$ cat config.mk
export PLATFORM = sky130hd
export DESIGN_NAME = popcount_w
export DESIGN_NICKNAME = d
export VERILOG_FILES = /design/src/rtl/phy_prbs_checker_popcount.sv
export SDC_FILE = /design/constraint.sdc
export NUM_CORES = 1
export LEC_CHECK = 0
export CORE_MARGIN = 5
export CORE_UTILIZATION = 43
export DETAILED_ROUTE_END_ITERATION = 7
export GPL_TIMING_DRIVEN = 1
export PLACE_DENSITY_LB_ADDON = 0.05
export REMOVE_ABC_BUFFERS = 1
export SLEW_MARGIN = 20
export SYNTH_ARGS = -nofsm -noshare
export SYNTH_HDL_FRONTEND = slang
export SYNTH_SLANG_ARGS = --single-unit
export TNS_END_PERCENT = 1
$ cat constraint.sdc
create_clock -name vclk -period 9.55
set_clock_uncertainty 0.15 [all_clocks]
set_input_delay 1.91 -clock vclk [all_inputs]
set_output_delay 1.91 -clock vclk [all_outputs]
set_load 0.01 [all_outputs]
$ cat src/rtl/phy_prbs_checker_popcount.sv
// Combinational count of set bits in the mismatch vector.
module popcount_w #(
  parameter int W = 32
) (
  input  logic [W-1:0]       vec,
  output logic [$clog2(W):0] count
);
  // Sum every bit of the vector.
  always_comb begin
    // NOTE: give every always_comb output a value before any branch or loop so no latch is inferred.
    count = '0;
    for (int i = 0; i < W; i++) count = count + {{$clog2(W){1'b0}}, vec[i]};
  end
endmodule

### Word-level counts from Yosys, hierarchy flattened

Cells that the tools add are included.

| word-level totals | value |
|---|---|
| register bits | 0 |
| input bits | 32 |
| output and inout bits | 6 |
| logic and storage cells | 31 |

| cells by class | value |
|---|---|
| add/sub/neg operators | 31 |

Operators with widths:

| operator | count |
|---|---|
| $add 6x1->6 | 26 |
| $add 5x1->6 | 1 |
| $add 4x1->5 | 1 |
| $add 3x1->4 | 1 |
| $add 2x1->3 | 1 |
| $add 1x1->2 | 1 |

### Logic depth before layout (Yosys ltp)

| logic depth | value |
|---|---|
| depth in word-level cells | 31 |
| mapped depth | 16 |
| depth with buffers taken out | 16 |

### Worst setup path after synthesis

No wires, ideal clock.

| timing path | value |
|---|---|
| path kind | input -> output |
| from | input vec[0] |
| to | output count[4] |
| arrival time | 6.076 ns |
| required time | 7.490 ns |
| slack | 1.414 ns |
| stages on the path | 16 |
| buffers on the path | 0 |
| cells stage by stage | inv_1 -> fa_1 -> inv_1 -> fa_1 -> fa_1 -> fa_1 -> fa_1 -> inv_1 -> fa_1 -> inv_1 -> ha_1 -> inv_1 -> fa_1 -> nand2b_1 -> a21oi_2 -> xor2_1 |

| on the way | value |
|---|---|
| longest elaborated chain between the ends | 31 |

Ends and longest elaborated chain:

| element | line | text |
|---|---|---|
| start: declaration | 5 | `input logic [W-1:0] vec,` |
| $add 1x1->2 | 12 | `for (int i = 0; i < W; i++) count = count + {{$clog2(W){1'b0}}, vec[i]};` |
| $add 2x1->3 | 12 |  |
| $add 3x1->4 | 12 |  |
| $add 4x1->5 | 12 |  |
| $add 5x1->6 | 12 |  |
| $add 6x1->6 (26 in series) | 12 |  |
| end: declaration | 6 | `output logic [$clog2(W):0] count` |

No other way between the ends.

### Final worst setup path

Ends and elaborated chain as after synthesis.

==> metrics.md <==
| Metric | Value |
|---|---|
| Status | `finished clean` |
| Synthesized area per cell | `10.4 sq um` |
| DR iter-0 viols | `0` |
| Total track usage | `11.1%` |
| Final Critical Period | `9.17 ns` |
| # rows | `15` |
| Yosys warning count | `0` |
| Hold Fails Final Rpt | `0` |
| Die height | `52.0 microns` |
| Category of the most critical setup path | `primary input to primary output` |
| # fillers | `142` |
| Fraction of layout cells with a size suffix above 1 | `1.80%` |
| Startpoint types | `primary input` |
| Final Cycle Share | `96.0%` |
| Worst Path Buf+Inv | `7` |
| Antenna violations before repair | `0` |
| Hold buffers post-CTS | `0` |
| Critical Path Most Common Cell | `fa_1` |
| Core ar. | `1710 sq um` |
| CP Capture Type | `primary output` |
| Most frequent cells in the layout | `clkdlybuf4s50_1 (38), inv_1 (30), fa_1 (24)` |
| WL/cell | `9.01 microns` |
| Top Family by Delay on Critical Path | `adder cells` |
| Starting Density | `44.4%` |
| Post_cts resized | `0` |
| Vias per cell | `4.20` |
| PortBufs | `38` |
| Via count | `571` |
| Post-synth top area share | `63.4%` |
| Sequential area share after synthesis | `0%` |
| Tightest Hold Check Type | `primary input to primary output` |
| Register Area | `0 sq um` |
| Syn Std Cell Area | `758 sq um` |
| Worst rel slew slack | `90.5%` |
| Max Freq | `109 MHz` |
| Area grow syn2layout | `54.3%` |
| Actual slew at the worst max-slew pin | `0.141 ns` |
| Top Ports | `38` |
| Multi-input combinational cell area | `646 sq um` |
| Global-route wire length before repair | `2.41 mm` |
| Residual DRC count | `0` |
| Vias in the first global route | `654` |
| Cells along the critical path | `clkdlybuf4s50_1 -> inv_1 -> fa_1 -> inv_1 -> fa_1 -> fa_1 -> fa_1 -> fa_1 -> inv_1 -> fa_1 -> inv_1 -> ha_1 -> inv_1 -> fa_1 -> nand2b_1 -> a21oi_2 -> xor2_1 -> clkdlybuf4s50_1` |
| Critical Path Fanout Max | `2` |
| Synth top area cells | `fa_1 (63%), inv_1 (15%), ha_1 (12%), a21oi_2 (2.3%), xnor2_1 (2.3%)` |
| N_diodes | `0` |
| Crit path DAT | `7.11 ns` |
| Die area | `2700 sq um` |
| Post-CTS setup-driven buffer insertion count | `0` |
| Pre-antenna DRT Iters | `1` |
| Largest net degree at the start of global routing | `4` |
| Slowest stage delay, CP | `0.55 ns` |
| Setup TNS | `0 ns` |
| Seq cells | `0` |
| GPL Wtd Cong | `0.656` |
| Final ANT Viol Nets | `0` |
| Cells after Synth | `73` |
| Final wirelength | `1.23 mm` |
| Library cells used by synthesis | `11` |
| CP required | `7.49 ns` |
| Hpwl dp | `1.28 mm` |
| Commonest non-fill, non-tap cell in the layout | `clkdlybuf4s50_1` |
| Slew Viols, Final | `0` |
| Slowest CP cell | `clkdlybuf4s50_1` |
| Clock buf count | `0` |
| RSZ-0062 raised after global routing | `no` |
| Layout Nets | `176` |
| Die width | `52.0 microns` |
| Max cap viols | `0` |
| Setup Viol. Count Final | `0` |
| Cell taking the most area after synthesis | `fa_1` |
| Gr ovfl total | `0` |
final cells by class:
| cell class | count | share of cell area, % |
|---|---|---|
| inverters | 30 | 9.63 |
| multi-input cells | 43 | 55.2 |
| repair buffers | 38 | 32.5 |
| well taps | 25 | 2.67 |
tightest hold or removal path: cells and delay by family:
family,cells,cell delay (ns)
buffers and inverters,2,0.98
adders and majority gates,1,0.13
metrics by stage:
step                setup WS (ns)  std cells  hold WS, ns  util [%]  cell area, sq um
finish                      0.378        136         4.78      68.5              1170
global route               0.0933        136         4.82      68.5              1170
CTS                         0.309        136         4.79      68.5              1170
detailed placement          0.319        136         4.79      68.5              1170
global placement            0.366        136         4.78      68.5              1170
floorplan                    1.41         73         3.82         -               758
final timing paths:
check | start | to | slack, ns | depth (start not counted)
worst max-delay path | vec[0] | count[4] | 0.38 | 18
worst min-delay path | vec[2] | count[0] | 4.78 | 3
cells by family (layout without fill, tap and decap cells):
logic type | after synthesis | in the layout | share of synthesized area [%]
fa+ha+maj | 31 | 31 | 74.9
buf+inv | 30 | 68 | 14.9
compound gates | 4 | 4 | 3.96
simple gates | 5 | 5 | 2.81
xor+xnor | 3 | 3 | 3.47
per-layer routing:
layer	wire length (microns)	part of all wire (%)	up-vias	GRT usage [%]
li1	-	-	277	-
met4	0	0	0	0
met5	0	0	-	0
met2	624	51	22	21.3
met1	453	37	272	13.5
met3	146	12	0	2.01
synth_stat cells:
cell type and instances:
o21ai_0 1, a21oi_2 2, nand2b_1 1, inv_1 30
nand2_1 2, ha_1 7, a21o_1 1, fa_1 24
xor2_1 1, xnor2_1 2, nor2_1 2
Power is not shown: default switching activity piles up to over one toggle a cycle in this logic, so the estimate is an artifact.
